$ cat config.mk
export PLATFORM = sky130hd
export DESIGN_NAME = iterative_multiplier
export DESIGN_NICKNAME = d
export VERILOG_FILES = /design/src/rtl/iterative_multiplier.sv
export SDC_FILE = /design/constraint.sdc
export NUM_CORES = 1
export LEC_CHECK = 0
export CAP_MARGIN = 25
export CORE_UTILIZATION = 34
export DETAILED_ROUTE_END_ITERATION = 10
export GPL_TIMING_DRIVEN = 1
export PLACE_DENSITY = 0.62
export SYNTH_ARGS = -nofsm -noshare
export SYNTH_HDL_FRONTEND = slang
export SYNTH_SLANG_ARGS = --single-unit
$ cat constraint.sdc
create_clock -name clk -period 4.5 [get_ports clk]
set_input_delay 1.125 -clock clk [delete_from_list [all_inputs] [get_ports clk]]
set_output_delay 1.125 -clock clk [all_outputs]
set_load 0.02 [all_outputs]
$ cat src/rtl/iterative_multiplier.sv
// iterative_multiplier: fixed-latency shift-add unsigned multiplier with start/done handshake
module iterative_multiplier #(
  parameter int WIDTH = 32,
  parameter int CNT_W = 6
) (
  input  logic                 clk,
  input  logic                 rst_n,
  input  logic                 start,
  input  logic [WIDTH-1:0]     multiplicand,
  input  logic [WIDTH-1:0]     multiplier,
  output logic [2*WIDTH-1:0]   product,
  output logic                 overflow,
  output logic                 busy,
  output logic                 done
);
  typedef enum logic [1:0] {IDLE, CALC, FIN} state_t;
  state_t               state_q, state_d;
  logic [2*WIDTH-1:0]   mcand_q, mcand_d;
  logic [WIDTH-1:0]     mplier_q, mplier_d;
  logic [2*WIDTH-1:0]   acc_q, acc_d;
  logic [CNT_W-1:0]     cnt_q, cnt_d;
  logic [2*WIDTH-1:0]   prod_q, prod_d;
  logic                 ovf_q, ovf_d;
  logic                 done_q, done_d;
  // state and datapath registers, cleared immediately on reset so an aborted op never signals done
  always_ff @(posedge clk or negedge rst_n) begin
    if (!rst_n) begin
      state_q  <= IDLE;
      mcand_q  <= '0;
      mplier_q <= '0;
      acc_q    <= '0;
      cnt_q    <= '0;
      prod_q   <= '0;
      ovf_q    <= 1'b0;
      done_q   <= 1'b0;
    end else begin
      state_q  <= state_d;
      mcand_q  <= mcand_d;
      mplier_q <= mplier_d;
      acc_q    <= acc_d;
      cnt_q    <= cnt_d;
      prod_q   <= prod_d;
      ovf_q    <= ovf_d;
      done_q   <= done_d;
    end
  end
  // next state: accept in IDLE, WIDTH shift-add steps in CALC, publish result from FIN
  always_comb begin
    state_d  = state_q;
    mcand_d  = mcand_q;
    mplier_d = mplier_q;
    acc_d    = acc_q;
    cnt_d    = cnt_q;
    prod_d   = prod_q;
    ovf_d    = ovf_q;
    done_d   = 1'b0;
    case (state_q)
      IDLE: if (start) begin
        state_d  = CALC;
        mcand_d  = {{WIDTH{1'b0}}, multiplicand};
        mplier_d = multiplier;
        acc_d    = '0;
        cnt_d    = CNT_W'(WIDTH);
      end
      CALC: begin
        acc_d    = mplier_q[0] ? acc_q + mcand_q : acc_q;
        mcand_d  = mcand_q << 1;
        mplier_d = mplier_q >> 1;
        cnt_d    = cnt_q - CNT_W'(1);
        state_d  = (cnt_q == CNT_W'(1)) ? FIN : CALC;
      end
      FIN: begin
        prod_d  = acc_q;
        ovf_d   = |acc_q[2*WIDTH-1:WIDTH];
        done_d  = 1'b1;
        state_d = IDLE;
      end
      default: state_d = IDLE;
    endcase
  end
  assign product  = prod_q;
  assign overflow = ovf_q;
  assign done     = done_q;
  assign busy     = (state_q != IDLE) || done_q;
endmodule

==> impl_metrics.yaml <==
routing:
  dr.pass1.iters: 5
  drtIter0Drc: 630
  avgRoutedWirePerCell_um: 18.20
  drt-total-wl_um: 35570
  routed_via_density: 5.337
  remaining_drc_errors: 0
  vias: 10434
  ant_nets: 0
sta:
  setup_tns_ns: 0
  fin_skew_ns: 0.01296
  worst_slew_pin_slew_ns: 0.8823
  hold_viol_final: 0
  period_share_pct: 76.59
  maxSlewHeadroom_pct: 41.18
  max_freq_mhz: 290.1
  fin_ws_ns: 1.053
  rsz0062_at_grt: "no"
  maxSlewViolCount: 0
  min_period_ns: 3.447
  setup_viol: 0
grt:
  grtUsageTotal_pct: 18.47
  grt_pass1_vias: 10507
  met1_usage_pct: 25.32
  grtUsageMet2_pct: 30.22
  grt_start_max_net_pins: 107
  gr-total-overflow: 0
  grt.busiest_layer: "met2"
  grt_pass1_wl_um: 57990
  antenna_found_initial: 2
  gr-usage-met3_pct: 2.657
critical_path:
  cpPeakStageDelay_ns: 0.94
  worstPathCellList: "or3_1 -> clkdlybuf4s50_1"
  cp-startpoint: "state_q[1]"
  r2r_start: "mcand_q[0]"
  start_kind: "flip-flop"
  cp_slowest_cell: "dfrtp_2"
  arrival_ns: 2.32
  path_class: "flip-flop to output port"
  endpoint_kind: "output port"
  cp.required_ns: 3.38
  crit_path_max_fanout: 40
die:
  core_area_sq_mm: 0.03767
  ios: 134
  dieWidth_um: 197.8
  die_area_sq_mm: 0.03914
  initial_core_util_pct: 34.62
  die_h_um: 197.8
  num_rows: 71
yosys:
  yosys.cell_types.count: 76
  synthFlopType: "dfrtp_1"
  yosysSeqAreaShare_pct: 44.91
  synthCells: 1334
  syn-cell-area_sq_mm: 0.01304
  synth_fp_nets: 1467
  syn_area_per_cell_sq_um: 9.775
  synth_edf_count: 0
  ys_ff_latch: 234
  yosysWarnings: 0
  synthArstFlopShare_pct: 100.0
clock_network:
  h-tree-depth: 1
  cts_resized: 0
  tritoncts: "built"
  cts_hold_buffers: 0
  path_clk_slew_ns: 0.06
  worstSkewPairLatency_ns: 0.55
  cts_root_buffer: "clkbuf_16"
  cts_sinks: 234
  cts_buffers: 27
  post_cts_buffers: 0
  clockBufferDepth: 3
cells_and_area:
  drive_above_1_share_pct: 10.61
  fin_cells: 1955
  syn2layout_area_growth_pct: 20.26
  fin_util_pct: 41.63
  final_common_cell: "dfrtp_1"
  nets: 1555
  final_cell_mix: "232 x dfrtp_1, 148 x o21ai_0, 139 x nand2_1"
placement:
  io_buffer_count: 133
  dp.cells: 1904
  gp_congestion: 0.8668
  place_ws_ns: 1.017
  dpl.hpwl_um: 24670
pwr:
  ir_drop_v: 0.0003881
  power_density_mw_per_mm2: 685.2
  leakagePower_nw: 7.050
status:
  outcome: "finished clean"
run:
  cap_violations: 0
worst_hold_path:
  min_from: "overflow"
  hp-class: "flip-flop to flip-flop"
[power breakdown]
group / total, mW / internal (mW) / switching, mW
Sequential: 3.60 / 2.86 / 0.741
Combinational: 4.94 / 2.06 / 2.87
Clock: 2.20 / 1.30 / 0.904
Total: 10.7 / 6.23 / 4.52
[routing by layer]
| layer | share of wire, % | vias up |
|---|---|---|
| met5 | 0 | - |
| met4 | 1.9 | 0 |
| met3 | 4.1 | 37 |
| met2 | 47 | 186 |
| met1 | 47 | 5168 |
| li1 | - | 5043 |
[cell type report]
cell class              count  area, sq um
inverters                  21        78.83
clock buffers              35        755.7
diodes                      2        5.005
fillers                  3728        21980
well taps                 511        639.4
repair buffers            148         1486
multi-input cells         990         6718
clock inverters            14        140.1
flip-flops and latches    234         5858
[Yosys cell counts (3+ instances only)]
cell type  number  area share (%)
inv_1          21            0.60
nand4_1        22             1.1
a21oi_1       106             4.1
a22o_1         36             2.4
xor2_1         27             1.8
nor4_1         13            0.62
xnor2_1        31             2.1
and3_1          6            0.29
clkbuf_8        5            0.53
or2_2           4            0.19
nor2b_1        45             2.2
a211oi_1        6            0.35
o22ai_1         4            0.19
o21bai_1       10            0.58
o211ai_1        4            0.23
a31oi_1        12            0.58
nand2b_1        8            0.38
and3b_1         3            0.20
o31ai_1         3            0.17
dfrtp_1       234              45
a22oi_1        61             3.5
nor2_1         39             1.1
buf_1           4            0.12
and2_1          3            0.14
a21boi_0        4            0.23
nand2_1       139             4.0
nand3_1        14            0.54
clkbuf_1       74             2.1
o21ai_0       148             5.7
mux2_2         63             5.4
ha_1           65             6.2
o21a_1          6            0.35
nor3_1          8            0.31
o21ai_1         8            0.31
a21o_1         43             2.5
nand4b_1        3            0.20
[cell families after synthesis]
logic type | after synthesis | share of synthesized area [%]
AOI/OAI and AO/OA | 480 | 23.28
muxes | 65 | 5.594
DFF | 234 | 44.91
buffers and inverters | 110 | 3.771
and+or+nand+nor | 321 | 12.17
xor gates and xnor gates | 58 | 3.896
adders and majority gates | 66 | 6.390
[sequential cells by signal (all words and copies together) (netlist names)]
signal	cells
state_q	2
overflow	1
product	64
mcand_q	64
done	1
acc_q	64
cnt_q	6
mplier_q	32
[stage by stage]
step                      cell area (sq um)  hold WS (ns)  power [mW]
after floorplan                       13040        0.4502       7.036
after global placement                14760        0.4536       8.449
after detailed placement              14780        0.4603       8.559
after CTS                             15680        0.4680       10.83
after global routing                  15680        0.5015       11.59
final                                 15680        0.4621       10.74
[critical path: cells and delay by family (launching register included)]
| kind | cells | cell delay [ns] |
|---|---|---|
| flops | 1 | 0.94 |
| buf+inv | 1 | 0.60 |
| simple gates | 1 | 0.23 |
[final timing paths]
kind | endpoint | slack [ns] | depth (start not counted)
setup / recovery | busy | 1.05 | 2
hold reg to reg | overflow | 0.46 | 2
max in group asynchronous | mplier_q[8] | 2.95 | 2
hold / removal | overflow | 0.46 | 2
min in group asynchronous | acc_q[53] | 0.63 | 1
setup reg to reg | acc_q[62] | 1.08 | 13
No activity file was read; power rests on OpenSTA's default activity.
